--- config.mk ---
export PLATFORM = sky130hd
export DESIGN_NAME = conv_window_gen
export DESIGN_NICKNAME = d
export VERILOG_FILES = /design/src/rtl/conv_window_gen_pkg.sv /design/src/rtl/conv_line_buffer.sv /design/src/rtl/conv_window_gen.sv
export SDC_FILE = /design/constraint.sdc
export NUM_CORES = 1
export LEC_CHECK = 0
export CORE_ASPECT_RATIO = 0.75
export CORE_MARGIN = 8
export CORE_UTILIZATION = 45
export CTS_CLUSTER_SIZE = 28
export DETAILED_ROUTE_END_ITERATION = 10
export SETUP_SLACK_MARGIN = 0.2
export SYNTH_ARGS = -nofsm -noshare
export SYNTH_HDL_FRONTEND = slang
export SYNTH_SLANG_ARGS = --single-unit
--- constraint.sdc ---
create_clock -name clk -period 3.3 [get_ports clk]
set_input_delay 0.66 -clock clk [delete_from_list [all_inputs] [get_ports clk]]
set_output_delay 0.66 -clock clk [all_outputs]
set_load 0.02 [all_outputs]
--- src/rtl/conv_window_gen_pkg.sv ---
// Shared constants and helpers for the 3x3 window generator.
// Window element i = r*CONV_K + c, r=0 top (oldest row), c=0 left (oldest column).
package conv_window_gen_pkg;

    localparam int CONV_K       = 3;
    localparam int CONV_WIN_NUM = CONV_K * CONV_K;

    function automatic int win_idx(input int r, input int c);
        return r * CONV_K + c;
    endfunction

    function automatic int cnt_w(input int n);
        return (n > 1) ? $clog2(n) : 1;
    endfunction

endpackage

--- src/rtl/conv_line_buffer.sv ---
// One-row pixel delay line, read-before-write, registered read data.
// Latency 1 cycle from rd_addr to rd_data; no backpressure.
module conv_line_buffer
    import conv_window_gen_pkg::*;
#(
    parameter int DEPTH = 32,
    parameter int WIDTH = 8,
    localparam int AW   = cnt_w(DEPTH)
) (
    input  logic             clk,
    input  logic             we,
    input  logic [AW-1:0]    wr_addr,
    input  logic [AW-1:0]    rd_addr,
    input  logic [WIDTH-1:0] wr_data,
    output logic [WIDTH-1:0] rd_data
);

    logic [WIDTH-1:0] mem [DEPTH];

    always_ff @(posedge clk) begin
        if (we) begin
            mem[wr_addr] <= wr_data;
        end
        rd_data <= mem[rd_addr];
    end

endmodule

--- src/rtl/conv_window_gen.sv ---
// Raster pixel stream to packed 3x3 sliding windows (valid padding, stride 1).
// Latency 1 cycle from accepted pixel to window; no backpressure.
module conv_window_gen
    import conv_window_gen_pkg::*;
#(
    parameter int IMG_WIDTH   = 32,
    parameter int IMG_HEIGHT  = 32,
    parameter int DATA_WIDTH  = 8,
    localparam int WIN_NUM    = CONV_WIN_NUM
) (
    input  logic                          clk,
    input  logic                          rstn,
    input  logic [DATA_WIDTH-1:0]         pix_data_in,
    input  logic                          pix_valid_in,
    input  logic                          pix_sof_in,
    output logic [WIN_NUM*DATA_WIDTH-1:0] win_data_out,
    output logic                          win_valid_out,
    output logic                          frame_done_out
);

    localparam int CW = cnt_w(IMG_WIDTH);
    localparam int RW = cnt_w(IMG_HEIGHT);
    localparam logic [CW-1:0] COL_LAST = CW'(IMG_WIDTH - 1);
    localparam logic [RW-1:0] ROW_LAST = RW'(IMG_HEIGHT - 1);
    localparam logic [CW-1:0] COL_TWO  = CW'(2);
    localparam logic [RW-1:0] ROW_TWO  = RW'(2);

    logic [CW-1:0] col, col_eff, col_nxt;
    logic [RW-1:0] row, row_eff, row_nxt;
    logic          accept;

    logic [DATA_WIDTH-1:0] lb0_q, lb1_q;
    logic [DATA_WIDTH-1:0] win [CONV_K][CONV_K];

    assign accept = pix_valid_in & rstn;

    // SOF forces the pixel to (0,0); the abandoned frame can never reach its last pixel.
    always_comb begin
        col_eff = pix_sof_in ? '0 : col;
        row_eff = pix_sof_in ? '0 : row;
        col_nxt = col;
        row_nxt = row;
        if (!rstn) begin
            col_nxt = '0;
            row_nxt = '0;
        end else if (pix_valid_in) begin
            if (col_eff == COL_LAST) begin
                col_nxt = '0;
                row_nxt = (row_eff == ROW_LAST) ? '0 : row_eff + 1'b1;
            end else begin
                col_nxt = col_eff + 1'b1;
                row_nxt = row_eff;
            end
        end
    end

    always_ff @(posedge clk) begin
        col <= col_nxt;
        row <= row_nxt;
    end

    // Reads are prefetched at the next pixel's column so the registered read data
    // is already present when that pixel arrives, keeping latency at one cycle.
    conv_line_buffer #(.DEPTH(IMG_WIDTH), .WIDTH(DATA_WIDTH)) u_lb0 (
        .clk     (clk),
        .we      (accept),
        .wr_addr (col_eff),
        .rd_addr (col_nxt),
        .wr_data (pix_data_in),
        .rd_data (lb0_q)
    );

    conv_line_buffer #(.DEPTH(IMG_WIDTH), .WIDTH(DATA_WIDTH)) u_lb1 (
        .clk     (clk),
        .we      (accept),
        .wr_addr (col_eff),
        .rd_addr (col_nxt),
        .wr_data (lb0_q),
        .rd_data (lb1_q)
    );

    always_ff @(posedge clk) begin
        if (!rstn) begin
            win_valid_out  <= 1'b0;
            frame_done_out <= 1'b0;
            for (int r = 0; r < CONV_K; r++) begin
                for (int c = 0; c < CONV_K; c++) begin
                    win[r][c] <= '0;
                end
            end
        end else begin
            win_valid_out  <= pix_valid_in && (row_eff >= ROW_TWO) && (col_eff >= COL_TWO);
            frame_done_out <= pix_valid_in && (row_eff == ROW_LAST) && (col_eff == COL_LAST);
            if (pix_valid_in) begin
                for (int r = 0; r < CONV_K; r++) begin
                    win[r][0] <= win[r][1];
                    win[r][1] <= win[r][2];
                end
                win[0][2] <= lb1_q;
                win[1][2] <= lb0_q;
                win[2][2] <= pix_data_in;
            end
        end
    end

    always_comb begin
        win_data_out = '0;
        for (int r = 0; r < CONV_K; r++) begin
            for (int c = 0; c < CONV_K; c++) begin
                win_data_out[win_idx(r, c)*DATA_WIDTH +: DATA_WIDTH] = win[r][c];
            end
        end
    end

endmodule

# Yosys cells after proc, flatten, opt, wreduce, memory -nomap -nowiden
# Memories as Yosys holds them, arrays and structs flattened. A register that Yosys moved wholly into a read port is not among the register bits.
# Index checks and enable logic that the tools add are counted.
dict set report word_totals {
  regBits 12
  latch_bits 0
  ramBits 584
  rom_bits 0
  in_bits 12
  output_inout_bits 74
  elab_cells 49
  memories 3
}
# memory words word_bits read_ports rd_ports_with_merged_regs wr line_no
set mem_list {}
lappend mem_list {u_lb0.mem 32 8 1 1 1 conv_line_buffer.sv:18} ;# logic [WIDTH-1:0] mem [DEPTH];
lappend mem_list {u_lb1.mem 32 8 1 1 1 conv_line_buffer.sv:18}
lappend mem_list {win 3 24 3 0 3 conv_window_gen.sv:33} ;# logic [DATA_WIDTH-1:0] win [CONV_K][CONV_K];
dict set report op_classes {
  addsub 2
  multipliers 0
  n_div 0
  order_cmp 2
  n_eq_ne 2
  n_shift 0
  muxes 22
  n_bitwise 10
  reduce_logical 4
}
# cell n
set op_table {}
lappend op_table {{$mux 8} 9}
lappend op_table {{$mux 5} 7}
lappend op_table {{$add 5x1->5 const B} 2}
lappend op_table {{$eq 5x5->1 const B} 2}
lappend op_table {{$ge 5x2->1 const B} 2}
lappend op_table {{$or 1x1->1} 9}
lappend op_table {{$mux 1} 6}
lappend op_table {{$logic_and 1x1->1} 4}
lappend op_table {{$and 1x1->1} 1}

# Longest topological paths before layout
# Gate-level depths: netlist of run 1.
dict set report logic_depth {
  word_depth 5
  ltp_mapped 12
  mapped_depth_nobuf 10
}

# Modules after synthesis
# From an unflattened synthesis of run 1, not the netlist that was laid out.
dict set report unflattened {
  cells_unflattened 1067
  area_unflattened_um2 23438.7
}
# module n_inst cells_each area_each_um2 seq_area_each_um2
set by_module_without_submodules {}
lappend by_module_without_submodules {conv_line_buffer 2 417 10053.4 7847.5}
lappend by_module_without_submodules {conv_window_gen 1 233 3331.9 2402.3}

# Worst setup path after synthesis of run 1
# No wires, ideal clock.
dict set report synth_path {
  kind {in2reg}
  startpoint {input port rstn}
  endpoint {memory win[0][0] (netlist bit), enable pin}
  setup_ps 748
  arrival_ps 2796
  required_ps 2552
  setup_slack_ps -245
  cell_stages 5
  path_buffers 4
  path_cell_list {buf_2 clkbuf_1 clkbuf_1 clkbuf_1 nand2b_1}
}
# item line_no
set synth_rtl {}
lappend synth_rtl {{start, declared} conv_window_gen.sv:12} ;# input logic rstn,
lappend synth_rtl {{end, declared} conv_window_gen.sv:33}

# Worst setup path after layout of run 1
dict set report layout_path {
  startpoint {input port pix_sof_in}
  endpoint {register u_lb1.rd_data[1] (read register of u_lb1.mem)}
}
dict set report layout_between {
  elab_chain_cells 5
  elab_cells_between_ends 6
  cone_classes {1 x add/sub; 1 x eq/ne; 4 x mux}
}
# item line_no
set layout_lines {}
lappend layout_lines {{start, declared} conv_window_gen.sv:15} ;# input logic pix_sof_in,
lappend layout_lines {{$mux 5 (*)} conv_window_gen.sv:39} ;# col_eff = pix_sof_in ? '0 : col;
lappend layout_lines {{$add 5x1->5 or $eq 5x5->1 (tied branches)} {conv_window_gen.sv:51, conv_window_gen.sv:47}}
lappend layout_lines {{$mux 5 (*)} conv_window_gen.sv:47} ;# if (col_eff == COL_LAST) begin
lappend layout_lines {{$mux 5 (*)} conv_window_gen.sv:46} ;# end else if (pix_valid_in) begin
lappend layout_lines {{$mux 5 (*)} conv_window_gen.sv:43} ;# if (!rstn) begin
lappend layout_lines {{end, declared} conv_line_buffer.sv:15} ;# output logic [WIDTH-1:0] rd_data
# Every way passes the cells marked *; elsewhere a longest branch is shown, timed or not.
# A chain may end at the register's enable or synchronous reset.

==> flow_summary.yaml, run 1 <==
run_status:
  status: "finished, final reports clean"
grt:
  antenna_found_initial: 0
  grt_overflow: 0
  track_usage_pct: 21.3
  grt_max_degree: 79
  grt_pass1_wl_um: 98000
  grt_pass1_vias: 14200
finish:
  layout_common_cells: "edfxtp_1 (584), buf_4 (179), nand2_1 (93)"
  drive_gt1_share_pct: 22.3
  final_core_util_pct: 56.0
  n_antenna_cell: 0
  multi_input_area_mm2: 0.00566
  layout_commonest_cell: "edfxtp_1"
  nets: 1746
  fin_cells: 2491
  final_area_mm2: 0.0297
  layout-area-overhead-vs-synth_pct: 23.2
  regArea_mm2: 0.0181
  num-fill-cells: 4187
clocking:
  ctsLongestPathBuffers: 3
  clk_latency_ns: 0.63
  postCtsHoldBufs: 0
  post_cts_buffers: 0
  cts_tree: "yes"
  clock-root-buffer: "clkbuf_16"
  htree_num_levels: 2
  clk_pin_slew_ns: 0.06
  numClockSinks: 612
  cts-buffers-inserted: 59
floorplan:
  die_w_um: 283
  die_area_mm2: 0.0612
  core_area_mm2: 0.0530
  start_util_pct: 45.5
  io_pins: 86
  die_y_um: 216
  rows: 73
sta:
  setup_viol: 0
  slew_violations: 0
  max_freq_ghz: 0.325
  maxSlewHeadroom_pct: 38.9
  finClkSkew_ns: 0.0191
  grt_setup_unrepaired: "true"
  period_share_pct: 93.1
  tightest_slew_ns: 0.914
  min_period_ns: 3.07
  hold_viol_final: 0
  fin_setup_tns_ns: 0
worst_setup_path:
  crit_path_max_fanout: 30
  cp_cell_sequence: "clkdlybuf4s50_1, and2b_4, ha_1, nand2_4, buf_12, nand3_4, inv_8, buf_12, buf_12, mux2i_1, a2111oi_0, a211oi_2, a32oi_1"
  cp_num_buf_inv: 5
  path_delay_family: "buffers and inverters"
  cp-start-kind: "input pin"
  cpPeakStageDelay_ns: 0.57
  critPathSlowestCell: "a2111oi_0"
  critPathKind: "in2reg"
  cp_data_required_time_ns: 3.86
  crit_top_cell: "buf_12"
  endpoint_kind: "register"
  cp.arrival_ns: 3.63
placement:
  gp_congestion: 0.863
  placed_area_mm2: 0.0274
  io_buffer_count: 85
  dpl.cell_count: 2380
  dp_hpwl_um: 42600
route:
  ant_nets: 0
  drt-initial-drc-count: 1820
  viasPerCell: 5.90
  dr.pass1.iters: 7
  routed_wl_um: 67200
  vias: 14700
  wl_per_cell_um: 27.0
  drc: 0
synthesis:
  synthTopCellsByArea: "edfxtp_1 (73%), mux4_2 (3.0%), a221oi_1 (2.3%)"
  synth_cell_types: 46
  synth_top_cell_area_share_pct: 72.8
  ys_seq_area_share_pct: 75.2
  yosysTopAreaCell: "edfxtp_1"
  ys_ff_latch: 612
  synthArstFlopShare_pct: 0
  ys_warn_count: 0
  ys.flop_type: "edfxtp_1"
  synth_area_mm2: 0.0241
  synth_nets: 1502
  synthCells: 1485
  synth_edf_count: 584
  postSynthAreaPerCell_um2: 16.2
hold_path:
  hold_class: "reg2reg"
job:
  drv_cap: 0
power:
  p_leak_nw: 10.2
  peakVddDrop_v: 0.000484
  p_per_area_mw_per_mm2: 581
-- through the flow --
step	hold slack (ns)	setup slack, ns	power, mW
CTS	0.508	0.224	17.3
detailed placement	0.499	-0.724	10.3
floorplan	0.458	0.346	9.57
global route	0.533	0.138	17.7
global placement	0.478	-0.687	10.3
finish	0.504	0.226	17.2
-- path summary, 6_finish.rpt --
| kind | from | to | slack, ns | cells past startpoint |
|---|---|---|---|---|
| hold reg to reg | row[3]$_SDFFE_PN0P_ | row[3]$_SDFFE_PN0P_ | 0.50 | 2 |
| setup / recovery | pix_sof_in | u_lb1.rd_data[1]$_DFF_P_ | 0.23 | 13 |
| setup reg to reg | col[0]$_DFF_P_ | u_lb1.rd_data[1]$_DFF_P_ | 0.46 | 12 |
| hold / removal | row[3]$_SDFFE_PN0P_ | row[3]$_SDFFE_PN0P_ | 0.50 | 2 |
-- area by class of cell --
type | instances | share of cell area, %
multi-input cells | 732 | 19.1
clock inverters | 25 | 1.12
repair buffers | 301 | 9.82
well taps | 712 | 3.00
flip-flops and latches | 612 | 61.0
clock buffers | 86 | 5.66
inverters | 23 | 0.325
-- cell families after synthesis --
logic type | count (synthesis) | share of synthesized area, %
AOI/OAI and AO/OA | 320 | 9.75
adders and majority gates | 5 | 0.260
buffers and inverters | 141 | 2.59
DFF | 612 | 75.2
muxes | 82 | 5.08
and+or+nand+nor | 325 | 7.17
-- power breakdown --
group	switching, mW	total (mW)	internal, mW	leakage (nW)
logic	0.865	1.40	0.538	3.62
clock network	2.88	7.03	4.15	0.980
registers	0.112	8.81	8.70	5.63
total	3.85	17.2	13.4	10.2
-- what timing repair did --
item,CTS,global route
pin swaps,0,2
cloned,0,0
gates resized for setup,19,60
endpoints found under the setup margin,13,16
-- tightest hold or removal path: cells and delay by family, from the launching register on --
kind,cells,cell delay [ns]
simple gates,1,0.06
flops,1,0.34
compound gates,1,0.06
-- cells in the mapped netlist, types with 2 or more instances --
cell type	count
buf_6	2
clkbuf_1	67
nor3_1	3
a21oi_1	83
nor2b_1	9
and2_1	67
inv_1	19
nand2b_1	5
a221oi_1	64
buf_2	39
nand4b_1	2
buf_4	8
a2111oi_0	49
nand2_1	95
nor2_1	42
a31oi_1	16
o21ai_0	6
ha_1	5
a22oi_1	32
nand3_1	3
dfxtp_1	28
nor4_1	16
mux4_2	32
buf_1	2
mux2i_1	49
inv_2	4
a32oi_1	17
a211oi_1	48
edfxtp_1	584
and3_1	73
-- registers in the layout, summed over array words and instances (netlist names) --
register,flops
win_valid_out,1
frame_done_out,1
col,5
win,72
u_lb1.mem,256
u_lb1.rd_data,8
u_lb0.mem,256
u_lb0.rd_data,8
row,5
-- layer usage --
| layer | up-vias | GRT usage [%] | wire [um] |
|---|---|---|---|
| met2 | 683 | 30.0 | 28600 |
| met5 | - | 0 | 0 |
| li1 | 6458 | - | - |
| met1 | 7467 | 32.9 | 30200 |
| met3 | 93 | 4.99 | 6890 |
| met4 | 0 | 5.34 | 1540 |
Power figures use the tool's default switching activity.
==> inputs of run 2 (changes only) <==
- CORE_UTILIZATION: 45 -> 35
==> run 2 against run 1 <==
Core utilization fell by 13 points; non-clock buffer count fell by 25; worst setup slack improved by 0.099 ns; clock-buffer cell count fell by 12; combinational power fell by 8%; die area rose by 27%; sequential cell count did not move; design area fell by 0.27%; critical path type is now reg2reg; highest routed layer unchanged.
==> flow_summary.yaml, run 2 (same netlist as run 1, synthesis figures left out) <==
finish:
  layout-area-overhead-vs-synth_pct: 22.9
  num-fill-cells: 5896
  final_area_mm2: 0.0296
  drive_gt1_share_pct: 21.0
  regArea_mm2: 0.0181
  reg.largest.list: "u_lb0.mem: 256 flops, u_lb1.mem: 256 flops, win: 72 flops"
  nets: 1723
  multi_input_area_mm2: 0.00561
  fin_cells: 2650
  layout_common_cells: "edfxtp_1 (584), buf_4 (152), nand2_1 (95)"
  final_core_util_pct: 43.4
  layout_commonest_cell: "edfxtp_1"
worst_setup_path:
  critPathKind: "reg2reg"
  cp-start-kind: "register"
  endpoint_kind: "register"
  cp_data_required_time_ns: 3.86
  crit_path_max_fanout: 12
  reg2reg_slack_ns: 0.32
  cp.arrival_ns: 3.54
sta:
  grt_setup_unrepaired: "false"
  maxSlewHeadroom_pct: 18.3
  slew_violations: 0
  fin_setup_tns_ns: 0
  finClkSkew_ns: 0.0331
  hold_viol_final: 0
  setup_viol: 0
  period_share_pct: 90.2
  min_period_ns: 2.98
  tightest_slew_ns: 1.22
  max_freq_ghz: 0.336
clocking:
  ctsLongestPathBuffers: 3
  postCtsHoldBufs: 0
  cts-buffers-inserted: 61
  clk_latency_ns: 0.64
  clk_pin_slew_ns: 0.06
  clock-root-buffer: "clkbuf_16"
  htree_num_levels: 2
  numClockSinks: 612
  cts_tree: "yes"
placement:
  dp_hpwl_um: 41100
  placed_area_mm2: 0.0275
  io_buffer_count: 85
  gp_congestion: 0.831
  dpl.cell_count: 2535
route:
  viasPerCell: 5.51
  vias: 14600
  drt-initial-drc-count: 1552
  drc: 0
  ant_nets: 0
  routed_wl_um: 66500
  wl_per_cell_um: 25.1
  dr.pass1.iters: 5
floorplan:
  start_util_pct: 35.3
  die_y_um: 243
  rows: 83
  die_w_um: 319
  die_area_mm2: 0.0775
  io_pins: 86
  core_area_mm2: 0.0682
grt:
  grt_pass1_vias: 14600
  antenna_found_initial: 2
  grt_overflow: 0
  grt_pass1_wl_um: 97300
  track_usage_pct: 16.5
  grt_max_degree: 77
power:
  peakVddDrop_v: 0.000410
  p_total_mw: 16.8
  p_per_area_mw_per_mm2: 568
  p_leak_nw: 10.1
run_status:
  status: "finished, final reports clean"
job:
  drv_cap: 0
hold_path:
  hold_class: "in2reg"
run 2: power breakdown:
group	leakage (nW)	total, mW	switching, mW	internal (mW)
Clock	0.941	6.65	2.92	3.72
Combinational	3.48	1.29	0.788	0.502
Sequential	5.63	8.87	0.165	8.71
run 2: final cells by class:
type                    count  area share (%)
multi-input cells         732            18.9
clock inverters            39            1.15
diodes                      2          0.0169
inverters                  23           0.309
flip-flops and latches    612            61.2
repair buffers            276            9.31
well taps                 892            3.77
clock buffers              74            5.32
run 2: worst max-delay path: stages (launching register included):
cell,delay (ns)
dfxtp_1,0.43
and2b_4,0.19
ha_1,0.22
nand2_1,0.15
nand3_4,0.17
inv_6,0.15
buf_4,0.25
buf_12,0.19
buf_4,0.18
mux2i_1,0.08
a2111oi_0,0.59
a211oi_2,0.12
a32oi_1,0.17
run 2: metrics by stage:
step	hold WS [ns]	setup slack, ns
4_1_cts	0.436	0.276
3_5_place_dp	0.521	-0.959
6_report	0.463	0.325
3_3_place_gp	0.479	-0.898
2_1_floorplan	0.458	0.346
5_1_grt	0.468	0.150
run 2: layer usage:
layer  up-vias  global-route usage [%]  wire [um]
li1       6408                       -          -
met1      7533                    23.7      29100
met2       585                    24.7      29700
met3        88                    4.48       6350
met4         0                    4.29       1380
met5         -                       0          0
run 2: path summary, 6_finish.rpt:
path,start,cells after the start,end
worst min register to register,row[3]$_SDFFE_PN0P_,2,row[3]$_SDFFE_PN0P_
worst min-delay path,pix_valid_in,3,frame_done_out$_SDFF_PN0_
worst max register to register,col[0]$_DFF_P_,12,u_lb0.rd_data[7]$_DFF_P_
worst max-delay path,col[0]$_DFF_P_,12,u_lb0.rd_data[7]$_DFF_P_
run 2: timing repair:
action	4_1_cts	5_1_grt
pin swaps	0	1
endpoints found under the setup margin	16	16
gates resized for setup	32	29
hold endpoints to repair	0	0
setup buffers	0	0
gates cloned	0	0
